--- src/rtl/mult_issue_queue_if.sv ---
// Operand/response bundle between a producer, the issue queue and the iterative multiplier.
// slave = queue side, master = producer/multiplier/consumer side.
interface mult_issue_queue_if #(
    parameter int XLEN  = 16,
    parameter int DEPTH = 4
);
    logic                    in_valid;
    logic                    in_ready;
    logic [XLEN-1:0]         in_a;
    logic [XLEN-1:0]         in_b;
    logic                    mul_start;
    logic [XLEN-1:0]         mul_a;
    logic [XLEN-1:0]         mul_b;
    logic                    mul_done;
    logic [2*XLEN-1:0]       mul_product;
    logic                    rsp_valid;
    logic                    rsp_ready;
    logic [2*XLEN-1:0]       rsp_product;
    logic [$clog2(DEPTH):0]  occupancy;

    modport slave (
        input  in_valid, in_a, in_b, mul_done, mul_product, rsp_ready,
        output in_ready, mul_start, mul_a, mul_b, rsp_valid, rsp_product, occupancy
    );

    modport master (
        output in_valid, in_a, in_b, mul_done, mul_product, rsp_ready,
        input  in_ready, mul_start, mul_a, mul_b, rsp_valid, rsp_product, occupancy
    );
endinterface

--- src/rtl/mult_issue_queue.sv ---
// Operand FIFO in front of an iterative multiplier: issues one pair at a time,
// waits for done, returns the product; zero operands short-circuit the multiplier.
module mult_issue_queue #(
    parameter int XLEN  = 16,
    parameter int DEPTH = 4
) (
    input  logic              clk,
    input  logic              resetn,
    mult_issue_queue_if.slave bus
);
    localparam int AW = $clog2(DEPTH);
    localparam logic [AW:0] FULL_CNT = (AW+1)'(DEPTH);

    typedef enum logic [1:0] {IDLE, ISSUE, WAIT, RESP} state_e;

    state_e              state_q, state_d;
    logic [XLEN-1:0]     a_mem [DEPTH];
    logic [XLEN-1:0]     b_mem [DEPTH];
    logic [AW-1:0]       wr_ptr_q, rd_ptr_q;
    logic [AW:0]         occ_q;
    logic [XLEN-1:0]     mul_a_q, mul_a_d, mul_b_q, mul_b_d;
    logic                rsp_valid_q, rsp_valid_d;
    logic [2*XLEN-1:0]   rsp_prod_q, rsp_prod_d;
    logic                full, empty, push, pop;
    logic [XLEN-1:0]     head_a, head_b;

    // Full blocks pushes even if a pop happens the same cycle.
    assign full   = (occ_q == FULL_CNT);
    assign empty  = (occ_q == '0);
    assign push   = bus.in_valid && !full;
    assign pop    = (state_q == IDLE) && !empty;
    assign head_a = a_mem[rd_ptr_q];
    assign head_b = b_mem[rd_ptr_q];

    always_ff @(posedge clk) begin
        if (push) begin
            a_mem[wr_ptr_q] <= bus.in_a;
            b_mem[wr_ptr_q] <= bus.in_b;
        end
    end

    always_ff @(posedge clk) begin
        if (!resetn) begin
            wr_ptr_q <= '0;
            rd_ptr_q <= '0;
            occ_q    <= '0;
        end else begin
            if (push) wr_ptr_q <= wr_ptr_q + AW'(1);
            if (pop)  rd_ptr_q <= rd_ptr_q + AW'(1);
            case ({push, pop})
                2'b10:   occ_q <= occ_q + (AW+1)'(1);
                2'b01:   occ_q <= occ_q - (AW+1)'(1);
                default: occ_q <= occ_q;
            endcase
        end
    end

    always_ff @(posedge clk) begin
        if (!resetn) begin
            state_q     <= IDLE;
            mul_a_q     <= '0;
            mul_b_q     <= '0;
            rsp_valid_q <= 1'b0;
            rsp_prod_q  <= '0;
        end else begin
            state_q     <= state_d;
            mul_a_q     <= mul_a_d;
            mul_b_q     <= mul_b_d;
            rsp_valid_q <= rsp_valid_d;
            rsp_prod_q  <= rsp_prod_d;
        end
    end

    always_comb begin
        state_d     = state_q;
        mul_a_d     = mul_a_q;
        mul_b_d     = mul_b_q;
        rsp_valid_d = rsp_valid_q;
        rsp_prod_d  = rsp_prod_q;
        case (state_q)
            IDLE: begin
                if (!empty) begin
                    mul_a_d = head_a;
                    mul_b_d = head_b;
                    if (head_a == '0 || head_b == '0) begin
                        rsp_prod_d  = '0;
                        rsp_valid_d = 1'b1;
                        state_d     = RESP;
                    end else begin
                        state_d = ISSUE;
                    end
                end
            end
            // A done level left over from the previous op is ignored here.
            ISSUE: state_d = WAIT;
            WAIT: begin
                if (bus.mul_done) begin
                    rsp_prod_d  = bus.mul_product;
                    rsp_valid_d = 1'b1;
                    state_d     = RESP;
                end
            end
            RESP: begin
                if (bus.rsp_ready) begin
                    rsp_valid_d = 1'b0;
                    state_d     = IDLE;
                end
            end
            default: state_d = IDLE;
        endcase
    end

    assign bus.in_ready    = !full;
    assign bus.mul_start   = (state_q == ISSUE);
    assign bus.mul_a       = mul_a_q;
    assign bus.mul_b       = mul_b_q;
    assign bus.rsp_valid   = rsp_valid_q;
    assign bus.rsp_product = rsp_prod_q;
    assign bus.occupancy   = occ_q;
endmodule

--- src/flat_wrapper.sv ---
// flat-port wrapper written by rule: the top's interface ports become plain ports
module mult_issue_queue_flat 
#(
    parameter int XLEN  = 16,
    parameter int DEPTH = 4
)
  (clk, resetn, bus_in_valid, bus_in_a, bus_in_b, bus_mul_done, bus_mul_product, bus_rsp_ready, bus_in_ready, bus_mul_start, bus_mul_a, bus_mul_b, bus_rsp_valid, bus_rsp_product, bus_occupancy);
  mult_issue_queue_if #(.XLEN(XLEN), .DEPTH(DEPTH)) bus_i ();
  input  logic clk;
  input  logic resetn;
  input wire logic [$bits(bus_i.in_valid)-1:0] bus_in_valid;
  input wire logic [$bits(bus_i.in_a)-1:0] bus_in_a;
  input wire logic [$bits(bus_i.in_b)-1:0] bus_in_b;
  input wire logic [$bits(bus_i.mul_done)-1:0] bus_mul_done;
  input wire logic [$bits(bus_i.mul_product)-1:0] bus_mul_product;
  input wire logic [$bits(bus_i.rsp_ready)-1:0] bus_rsp_ready;
  output wire logic [$bits(bus_i.in_ready)-1:0] bus_in_ready;
  output wire logic [$bits(bus_i.mul_start)-1:0] bus_mul_start;
  output wire logic [$bits(bus_i.mul_a)-1:0] bus_mul_a;
  output wire logic [$bits(bus_i.mul_b)-1:0] bus_mul_b;
  output wire logic [$bits(bus_i.rsp_valid)-1:0] bus_rsp_valid;
  output wire logic [$bits(bus_i.rsp_product)-1:0] bus_rsp_product;
  output wire logic [$bits(bus_i.occupancy)-1:0] bus_occupancy;
  assign bus_i.in_valid = bus_in_valid;
  assign bus_i.in_a = bus_in_a;
  assign bus_i.in_b = bus_in_b;
  assign bus_i.mul_done = bus_mul_done;
  assign bus_i.mul_product = bus_mul_product;
  assign bus_i.rsp_ready = bus_rsp_ready;
  assign bus_in_ready = bus_i.in_ready;
  assign bus_mul_start = bus_i.mul_start;
  assign bus_mul_a = bus_i.mul_a;
  assign bus_mul_b = bus_i.mul_b;
  assign bus_rsp_valid = bus_i.rsp_valid;
  assign bus_rsp_product = bus_i.rsp_product;
  assign bus_occupancy = bus_i.occupancy;
  mult_issue_queue #(.XLEN(XLEN), .DEPTH(DEPTH)) u_core (.clk(clk), .resetn(resetn), .bus(bus_i));
endmodule
--- config.mk ---
export PLATFORM = sky130hd
export DESIGN_NAME = mult_issue_queue_flat
export DESIGN_NICKNAME = d
export VERILOG_FILES = /design/src/rtl/mult_issue_queue_if.sv /design/src/rtl/mult_issue_queue.sv /design/src/flat_wrapper.sv
export SDC_FILE = /design/constraint.sdc
export NUM_CORES = 1
export LEC_CHECK = 0
export ABC_CLOCK_PERIOD_IN_PS = 7300
export CORE_ASPECT_RATIO = 0.8
export CORE_MARGIN = 2
export CORE_UTILIZATION = 33
export CTS_BUF_LIST = sky130_fd_sc_hd__clkbuf_8 sky130_fd_sc_hd__clkbuf_16
export DETAILED_ROUTE_END_ITERATION = 16
export GPL_ROUTABILITY_DRIVEN = 0
export PLACE_DENSITY = 0.55
export SLEW_MARGIN = 30
export SYNTH_ARGS = -nofsm -noshare
export SYNTH_HDL_FRONTEND = slang
export SYNTH_SLANG_ARGS = --single-unit
--- constraint.sdc ---
create_clock -name clk -period 7.3 [get_ports clk]
set_input_delay 1.825 -clock clk [delete_from_list [all_inputs] [get_ports clk]]
set_output_delay 1.825 -clock clk [all_outputs]
set_load 0.02 [all_outputs]
After elaboration in Yosys (flattened, before gate mapping). Memories as Yosys holds them, arrays and structs flattened. A register that Yosys moved wholly into a read port is not among the register bits. Index checks and enable logic that the tools add are counted.

Input port bits: 69. Memories kept: 2. Bits in registers: 74. Output and inout bits: 70. RAM bits: 128. Logic and storage cells: 62.

Reduce and logical (&&, ||, !) cells: 16. Bitwise logic cells: 1. Eq/ne operators: 10. Multiplexer cells: 21. Add/subtract/negate cells: 4.

Memories: u_core.a_mem (words 4, width 16, read ports 1, clocked after memory_dff 1, write ports 1, RTL line mult_issue_queue.sv:17) `logic [XLEN-1:0] a_mem [DEPTH];`; u_core.b_mem (words 4, width 16, read ports 1, clocked after memory_dff 1, write ports 1, RTL line mult_issue_queue.sv:18) `logic [XLEN-1:0] b_mem [DEPTH];`.

Operators by type and width (number): 2-to-1 mux 32 bit (3); one-hot mux 32 bit (2 select lines) (1); zero test 16 bit (2); 2-to-1 mux 2 bit (8); != test 2 bit, second input constant (4); one-hot mux 2 bit (4 select lines) (1); equality test 2 bit, second input constant (3); 2-to-1 mux 1 bit (6); one-hot mux 3 bit (2 select lines) (1); AND reduction 5 bit (1); adder 2 x 1 -> 2 bit, second input constant (2); equality test 2 x 1 -> 1 bit, second input constant (2); AND reduction 4 bit (1); nonzero test 2 bit (2); adder 3 x 1 -> 3 bit, second input constant (1); equality test 3 bit, second input constant (1); zero test 3 bit (1); one-hot mux 1 bit (3 select lines) (1); AND reduction 3 bit (1); nonzero test 3 bit (1); subtractor 3 x 1 -> 3 bit, second input constant (1); logical AND 1 bit (2); zero test 1 bit (2); zero test 2 bit (1); 3 further kinds (3).

Depth between registers and ports, before layout. Gate-level depths: netlist (run 1).

Depth in word-level cells: 5. Depth in mapped cells: 12. Mapped depth without buffers: 10.

Least setup slack after synthesis (run 1). No wires, ideal clock.

Path kind: input port to flip-flop. Start point: input port bus_in_valid. End point: register u_core.occ_q[2], in the netlist u_core.bus.occupancy[2]. Stages on the path: 8. Slack: 4027 ps. Buffers on the path: 0. Required time: 7224 ps. Library setup time: 76 ps. Arrival time: 3197 ps. Path through: and2_1 -> inv_1 -> ha_1 -> inv_1 -> fa_1 -> xor2_1 -> or3_1 -> a21boi_0.

Longest elaborated chain between the ends: 3. Elaborated cells on any way between the ends: 5. Classes of those cells: eq/ne: 2; mux: 1; reduce/logical: 2.

RTL lines: start: declaration (RTL line flat_wrapper.sv:11) `input wire logic [$bits(bus_i.in_valid)-1:0] bus_in_valid;`; logical AND 1 bit * (RTL line mult_issue_queue.sv:30) `assign push = bus.in_valid && !full;`; equality test 2 x 1 -> 1 bit / equality test 2 bit (equally long branches) (RTL line mult_issue_queue.sv:50) `case ({push, pop})`; one-hot mux 3 bit (2 select lines) / nonzero test 2 bit (equally long branches); end signal: assignment (RTL line mult_issue_queue.sv:51) `2'b10: occ_q <= occ_q + (AW+1)'(1);`; end signal: assignment (RTL line mult_issue_queue.sv:52) `2'b01: occ_q <= occ_q - (AW+1)'(1);`; end signal: assignment (RTL line mult_issue_queue.sv:53) `default: occ_q <= occ_q;`; end: declaration (RTL line mult_issue_queue.sv:20) `logic [AW:0] occ_q;`.

Mark *: on every way between the ends. The rest lies on a longest branch, timed or not. A chain may end at the register's enable or synchronous reset.

Worst setup path in the final report (run 1).
Start point: register u_core.state_q[1]. End point: output port bus_mul_start.

Longest elaborated chain between the ends: 1.

RTL lines: start: declaration (RTL line mult_issue_queue.sv:16) `state_e state_q, state_d;`; start signal: assignment (RTL line mult_issue_queue.sv:66) `state_q <= state_d;`; equality test 2 x 1 -> 1 bit (RTL line mult_issue_queue.sv:114) `assign bus.mul_start = (state_q == ISSUE);`; end: declaration (RTL line flat_wrapper.sv:18) `output wire logic [$bits(bus_i.mul_start)-1:0] bus_mul_start;`.

Every way passes these cells.

==> metrics.txt, run 1 <==
run status=completed; Final Hold Viols=0; via count=4708; Inst Count DP=960; crit share post-route=49.4%; Critical Path RT=5480 ps; FP Rows=50; Avg Cell Area, Syn=14.7 µm²; cts bufs inserted=23; total gr overflow=0; most frequent cells in the layout=clkdlybuf4s50_1 (137), nand2_1 (135), edfxtp_1 (128), dfxtp_1 (75); Mapped Nets=612; headroom to the max-slew limit=49.4%; H-tree levels=1; Iteration-0 DRC Markers=220; Top Ports=139; DR DRC count=0; post-synth cell types=33; CTS root buffer=clkbuf_16; Fin Clk Skew=9.59 ps; Worst setup startpoint=u_core.state_q[1]; Die Wd=176 µm; die height=142 µm; commonest non-fill, non-tap cell in the layout=clkdlybuf4s50_1; Int Pwr=0.00251 W; Flop pwr share=41.8%; CP Capture Type=output port; number of post-CTS setup repair buffers=0; Net count, final=753; fin crit period=3610 ps; R2R Setup Slk=3750 ps; layout cell share with drive strength beyond 1=11.3%; post-synth top area share=49.1%; Peak VDD IR=0.000227 V; Leakage Power=3.60 nW; Hold Path Class=reg -> reg; core area=23300 µm²; area grow syn2layout=30.7%; PD cells=350 nW/µm²; initial antenna violation count=0; Highest Clock Rate=0.277 GHz; Antenna Nets Post-Route=0; Most Crowded Layer GR=met2; RSZ-0062 raised after global routing=no; CTS tree=done; initial core utilization=33.6%; combinational cell fraction of total power=26.7%; Synth area leader=edfxtp_1; CP startpoint kind=register; Cell Area, Placed=9480 µm²; final WL=17.7 mm; Clock transition at path regs=60 ps; slew at the pin closest to its max-slew limit=759 ps; Max Slew Vio Count=0; cts hold-fix bufs=0; met3 global-route usage=2.81%; pre-CTS setup slack=3420 ps; port buffer count=138; final setup vio count=0; worst-case reg-to-reg path depth=7; clock share of power=31.5%; Fin Setup TNS=0 ps; max-cap violations=0; post-CTS sizing=0; area of the multi-input gates=2260 µm²; Setup crit end=bus_mul_start; met2 Use GR=24.3%; flops & latches, synth=204; fillers=2117; post-layout instance area=10200 µm²; top post-synthesis cells by area=edfxtp_1 (49%), dfxtp_1 (19%), mux4_2 (9.2%); Detailed Routing Iterations Pass 1=4; CP Class=reg -> out; CTS sink count=204; routed length per placed instance=17.7 µm; Final WS setup=3690 ps; GRT Total Usage=14.1%; HPWL Detailed=11.3 mm; Gate Count Post-Synth=532; ANT cells=0; Critical Path Fanout Max=4; sw power=0.00107 W; final non-filler cell total=1001; Reg area=5370 µm²; Ys Warns=0; crit path DAT=1780 ps; vias in the first global route=4989; Mapped Area=7830 µm²; register area share after synthesis=68.5%; largest net degree at the start of global routing=79; Avg Vias per Cell=4.70; RR Endpoint=u_core.bus.rsp_product[28]; overall power=0.00358 W; Die ar.=25000 µm²; Clk Latency, worst-skew pair=500 ps; Switching Share=30.0%; met1 Use GR=18.0%; worst-case clock buffer depth=3; first-pass GRT wire length=27.5 mm
## area by class of cell
class,instances,area share (%)
timing repair buffer,146,14.0
tap,312,3.81
multi-input combinational,288,22.1
inverter,10,0.367
clock inverter,18,1.61
clock buffer,23,5.62
sequential,204,52.4
## power groups by stage
stage               Clock [W]  Sequential, W  Combinational [W]
floorplan                   0        0.00160           0.000498
CTS                   0.00117        0.00150           0.000980
global route          0.00121        0.00152            0.00104
global placement            0        0.00152           0.000957
detailed placement          0        0.00153           0.000976
finish                0.00113        0.00150           0.000955
## flip-flops by register name, indices dropped and copies added, names as in the netlist, 2 cells and up, named ones only
signal,cells
u_core.b_mem,64
u_core.bus.mul_b,16
u_core.bus.occupancy,3
u_core.bus.mul_a,16
u_core.wr_ptr_q,2
u_core.bus.rsp_product,32
u_core.a_mem,64
u_core.rd_ptr_q,2
u_core.state_q,2
## critical path, cell delays in order, from the launching register on
cell and delay (ps):
dfxtp_1 340, inv_1 110, ha_1 190, clkdlybuf4s50_1 640
## Yosys cell counts (all sizes together)
library cell / number
fa: 1
o21ai: 3
xor2: 1
xnor2: 4
mux2i: 33
nand3: 1
nand4: 2
o32a: 1
a21boi: 34
inv: 10
a211oi: 2
nor2b: 1
o311a: 1
and3: 4
ha: 10
a221o: 1
buf: 12
mux4: 32
and2: 9
or3: 1
dfxtp: 76
nand2b: 2
a31o: 1
nand2: 135
nor3: 1
clkbuf: 18
edfxtp: 128
nor4: 8
## worst min-delay path by stage
stage,depth (start not counted),startpoint,end
2_1_floorplan,2,u_core.wr_ptr_q[1],u_core.wr_ptr_q[1]
3_3_place_gp,2,u_core.bus.rsp_product[21],u_core.bus.rsp_product[21]
3_5_place_dp,2,u_core.bus.mul_b[12],u_core.bus.mul_b[12]
4_1_cts,2,u_core.bus.mul_b[12],u_core.bus.mul_b[12]
5_1_grt,2,u_core.bus.mul_a[15],u_core.bus.mul_a[15]
6_report,2,u_core.bus.mul_b[12],u_core.bus.mul_b[12]
## cells by family (layout without fill, tap and decap cells)
kind of cell	after synthesis	in the layout	share of synthesized area (%)
xor gates and xnor gates	5	5	0.559
adders and majority gates	11	11	1.85
and+or+nand+nor	164	164	8.76
AOI/OAI and AO/OA	43	43	4.14
DFF	204	204	68.5
muxes	65	65	13.4
buffers and inverters	40	197	2.75
## metrics by stage
step	utilization, %	hold slack (ps)
floorplan	-	468
global placement	40.6	444
detailed placement	40.6	445
global route	43.9	470
finish	43.9	449
CTS	43.8	453
## layer usage
layer,vias to the layer above,part of all wire (%)
met5,-,0
met4,0,2.6
met3,36,3.8
met2,97,50
met1,2367,44
li1,2208,-
No activity file was read; power rests on OpenSTA's default activity.
==> inputs of run 2 (changes only) <==
ABC_CLOCK_PERIOD_IN_PS = 3600   (was 7300)
clock period = 3.6 ns   (was 7.3 ns; I/O delays follow)
==> run 2 against run 1 <==
  * Sequential share of layout area down 0.32 points
  * Setup slack worse by 3100 ps
  * Flip-flop and latch count unchanged
  * Largest power group unchanged
  * Critical endpoint is now u_core.bus.rsp_product[24]
==> metrics.txt, run 2 (synthesis results as in run 1) <==
cts bufs inserted=22; largest net degree at the start of global routing=78; CTS root buffer=clkbuf_16; R2R Setup Slk=570 ps; Top Ports=139; crit path DAT=3390 ps; commonest non-fill, non-tap cell in the layout=clkdlybuf4s50_1; Avg Vias per Cell=4.68; vias in the first global route=4901; Net count, final=756; number of post-CTS setup repair buffers=0; Iteration-0 DRC Markers=353; Die ar.=25000 µm²; Peak VDD IR=0.000382 V; run status=completed; Highest Clock Rate=0.330 GHz; Detailed Routing Iterations Pass 1=4; die height=142 µm; slew at the pin closest to its max-slew limit=748 ps; total gr overflow=0; crit share post-route=84.2%; PD cells=709 nW/µm²; FP Rows=50; fillers=2049; H-tree levels=1; final setup vio count=0; layout cell share with drive strength beyond 1=12.6%; CTS sink count=204; CP Class=reg -> reg; cts hold-fix bufs=0; area grow syn2layout=31.5%; CTS tree=done; final WL=17.5 mm; fin crit period=3030 ps; worst path cell trace=buf_4 -> buf_4 -> mux4_2 -> nor4_1 -> nand4_1 -> and2_1 -> o32a_4 -> mux2i_1; Fin Hold WS=452 ps; headroom to the max-slew limit=50.1%; Clk Latency, worst-skew pair=490 ps; Fin Clk Skew=10.1 ps; first-pass GRT wire length=27.4 mm; GRT Total Usage=14.3%; ANT cells=0; Clock transition at path regs=70 ps; initial core utilization=33.6%; DR DRC count=0; max-cap violations=0; Critical Path RT=3960 ps; cell repeated most along the worst path=buf_4; core area=23300 µm²; HP Start=u_core.bus.mul_a[9]; Fin Setup TNS=0 ps; worst-case clock buffer depth=3; initial antenna violation count=1; Leakage Power=3.62 nW; most frequent cells in the layout=clkdlybuf4s50_1 (137), nand2_1 (135), edfxtp_1 (128), dfxtp_1 (75); post-CTS sizing=0; HPWL Detailed=11.7 mm; port buffer count=138; Die Wd=176 µm; Antenna Nets Post-Route=0; via count=4700; Max Slew Vio Count=0; crit path max-delay cell type=o32a_4; Final Hold Viols=0; Hold Path Class=reg -> reg; CP max stage delay=560 ps; CP startpoint kind=register; CP Capture Type=register; routed length per placed instance=17.4 µm; RSZ-0062 raised after global routing=no; Critical Path Fanout Max=32
[run 2: metrics by stage]
step | instance area, µm² | total power, W | worst slack [ps] | utilization, % | cells
2_1_floorplan | 7830 | 0.00426 | 1040 | - | 532
3_3_place_gp | 9540 | 0.00505 | 396 | 40.9 | 964
3_5_place_dp | 9540 | 0.00510 | 318 | 40.9 | 964
4_1_cts | 10300 | 0.00741 | 315 | 44.1 | 1004
5_1_grt | 10300 | 0.00770 | 398 | 44.1 | 1004
6_report | 10300 | 0.00730 | 568 | 44.1 | 1004
[run 2: report_power, final]
group	total (W)	internal (W)	switching (W)
Clock	0.00229	0.00138	0.000907
Combinational	0.00199	0.000880	0.00112
Sequential	0.00301	0.00286	0.000151
Total	0.00730	0.00512	0.00217
[run 2: area by class of cell]
type                    count  area, µm²  area share (%)
repair buffers            150       1490            14.5
multi-input cells         288       2260            22.0
well taps                 312        390            3.79
flip-flops and latches    204       5370            52.1
clock buffers              23        576            5.59
clock inverters            17        174            1.69
inverters                  10       37.5           0.364
[run 2: path summary, 6_finish.rpt]
kind,end,cells after the start
worst max-delay path,u_core.bus.rsp_product[24],8
worst min-delay path,u_core.bus.mul_a[9],2
worst min register to register,u_core.bus.mul_a[9],2
worst max register to register,u_core.bus.rsp_product[24],8
[run 2: routing by layer]
layer	share of wire, %	track usage [%]	vias up
met4	1.9	3.78	2
met3	4.2	2.97	28
met2	51	24.6	112
met1	43	18.5	2333
li1	-	-	2225
met5	0.074	0	-
[run 2: critical path, delay by kind of cell (launching register included)]
family	cells	cell delay [ps]
flops	1	350
simple gates	3	760
compound gates	1	560
buf+inv	2	470
mux	2	720
==> inputs of run 3 (changes only) <==
ABC_CLOCK_PERIOD_IN_PS = 3100   (was 3600)
clock period = 3.1 ns   (was 3.6 ns; I/O delays follow)
==> run 3 against run 2 <==
  * Die area is the same
  * Wire length grew 1.8%
  * Clock power up 10%
  * Critical endpoint unchanged
  * Largest power group unchanged
  * Highest routed layer is now met4
==> metrics.txt, run 3 (synthesis results as in run 1) <==
run status=completed; H-tree levels=1; number of post-CTS setup repair buffers=0; fin crit period=2890 ps; initial antenna violation count=1; CP Class=reg -> reg; fillers=2081; clock share of power=30.3%; Leakage Power=3.63 nW; Fin Clk Skew=15.1 ps; Top Ports=139; Flop pwr share=41.7%; die height=142 µm; CP Capture Type=register; Die ar.=25000 µm²; overall power=0.00837 W; CTS root buffer=clkbuf_16; HPWL Detailed=11.7 mm; Switching Share=29.8%; headroom to the max-slew limit=64.0%; Final Hold Viols=0; Iteration-0 DRC Markers=323; Avg Vias per Cell=4.67; crit path DAT=3260 ps; largest net degree at the start of global routing=49; sw power=0.00249 W; Antenna Nets Post-Route=0; routed length per placed instance=17.7 µm; Clk Latency, worst-skew pair=500 ps; most frequent cells in the layout=clkdlybuf4s50_1 (137), nand2_1 (135), edfxtp_1 (128), dfxtp_1 (75); first-pass GRT wire length=27.2 mm; PD cells=813 nW/µm²; cts bufs inserted=22; FP Rows=50; Clock transition at path regs=60 ps; Detailed Routing Iterations Pass 1=4; Critical Path RT=3470 ps; GRT Total Usage=14.1%; slew at the pin closest to its max-slew limit=540 ps; Cell Area, Placed=9580 µm²; core area=23300 µm²; crit share post-route=93.2%; final setup vio count=0; Peak VDD IR=0.000416 V; Hold Path Class=reg -> reg; worst-case clock buffer depth=3; Net count, final=758; Max Slew Vio Count=0; max-cap violations=0; post-layout instance area=10300 µm²; commonest non-fill, non-tap cell in the layout=clkdlybuf4s50_1; area grow syn2layout=31.4%; final WL=17.8 mm; initial core utilization=33.6%; combinational cell fraction of total power=28.0%; DR DRC count=0; area of the multi-input gates=2260 µm²; Reg area=5370 µm²; total gr overflow=0; layout cell share with drive strength beyond 1=11.4%; Highest Clock Rate=0.346 GHz; via count=4704; Die Wd=176 µm; Critical Path Fanout Max=32; Fin Setup TNS=0 ps; CP startpoint kind=register; port buffer count=138; vias in the first global route=4954; RSZ-0062 raised after global routing=no; CTS sink count=204; CTS tree=done; Int Pwr=0.00588 W
==> run 3: cell types whose count changed in the layout (fill, tap and decap cells not counted), sizes merged <==
| cell | delta |
|---|---|
| bufinv | -1 |
| clkbuf | +1 |
| clkinvlp | -1 |
| inv | +6 |
| buf | +2 |
| clkinv | -5 |
| diode | +1 |
==> run 3: power by group through the flow <==
stage	Combinational (W)	Sequential (W)	Clock, W
2_1_floorplan	0.00117	0.00377	0
3_3_place_gp	0.00235	0.00353	0
3_5_place_dp	0.00238	0.00355	0
4_1_cts	0.00239	0.00350	0.00260
5_1_grt	0.00255	0.00354	0.00272
6_report	0.00234	0.00349	0.00253
==> run 3: repair_timing <==
item | in CTS | in global routing
hold buffers | 0 | 0
endpoints found under the setup margin | 0 | 31
gates resized for setup | 0 | 1
==> run 3: final timing paths <==
path                                     startpoint                          to  slack, ps  depth (start not counted)
worst max-delay path                       register  u_core.bus.rsp_product[24]        210                          8
worst min-delay path            u_core.bus.mul_a[9]         u_core.bus.mul_a[9]        450                          2
worst max register to register             register  u_core.bus.rsp_product[24]        210                          8
worst min register to register  u_core.bus.mul_a[9]         u_core.bus.mul_a[9]        450                          2
==> run 3: layout make-up <==
cell class	instances	share of cell area, %
antenna	1	0.0243
clock buffer	24	5.73
clock inverter	16	1.14
inverter	10	0.365
multi-input combinational	288	21.9
sequential	204	52.1
tap	312	3.79
timing repair buffer	152	14.9
==> run 3: routing by layer <==
| metal | vias up | GRT usage, % | routed length [µm] |
|---|---|---|---|
| met5 | - | 0 | 0 |
| met4 | 0 | 4.26 | 433 |
| met3 | 30 | 2.76 | 745 |
| met2 | 100 | 24.2 | 8870 |
| met1 | 2357 | 18.0 | 7760 |
| li1 | 2217 | - | - |
==> run 3: critical path, stage by stage, from the launching register on <==
cell and delay (ps):
dfxtp_2 370, buf_12 190, mux4_2 520, nor4_1 450, nand4_1 260, and2_1 250, o32a_2 360, buf_12 190
mux2i_1 150
==> run 3: metrics by stage <==
stage	hold slack (ps)	std cells	utilization [%]	worst slack, ps
after floorplan	468	532	-	542
after global placement	444	966	41.0	127
after detailed placement	448	966	41.0	29.7
after CTS	456	1006	44.1	11.0
after global routing	475	1007	44.1	15.4
final	453	1007	44.1	210
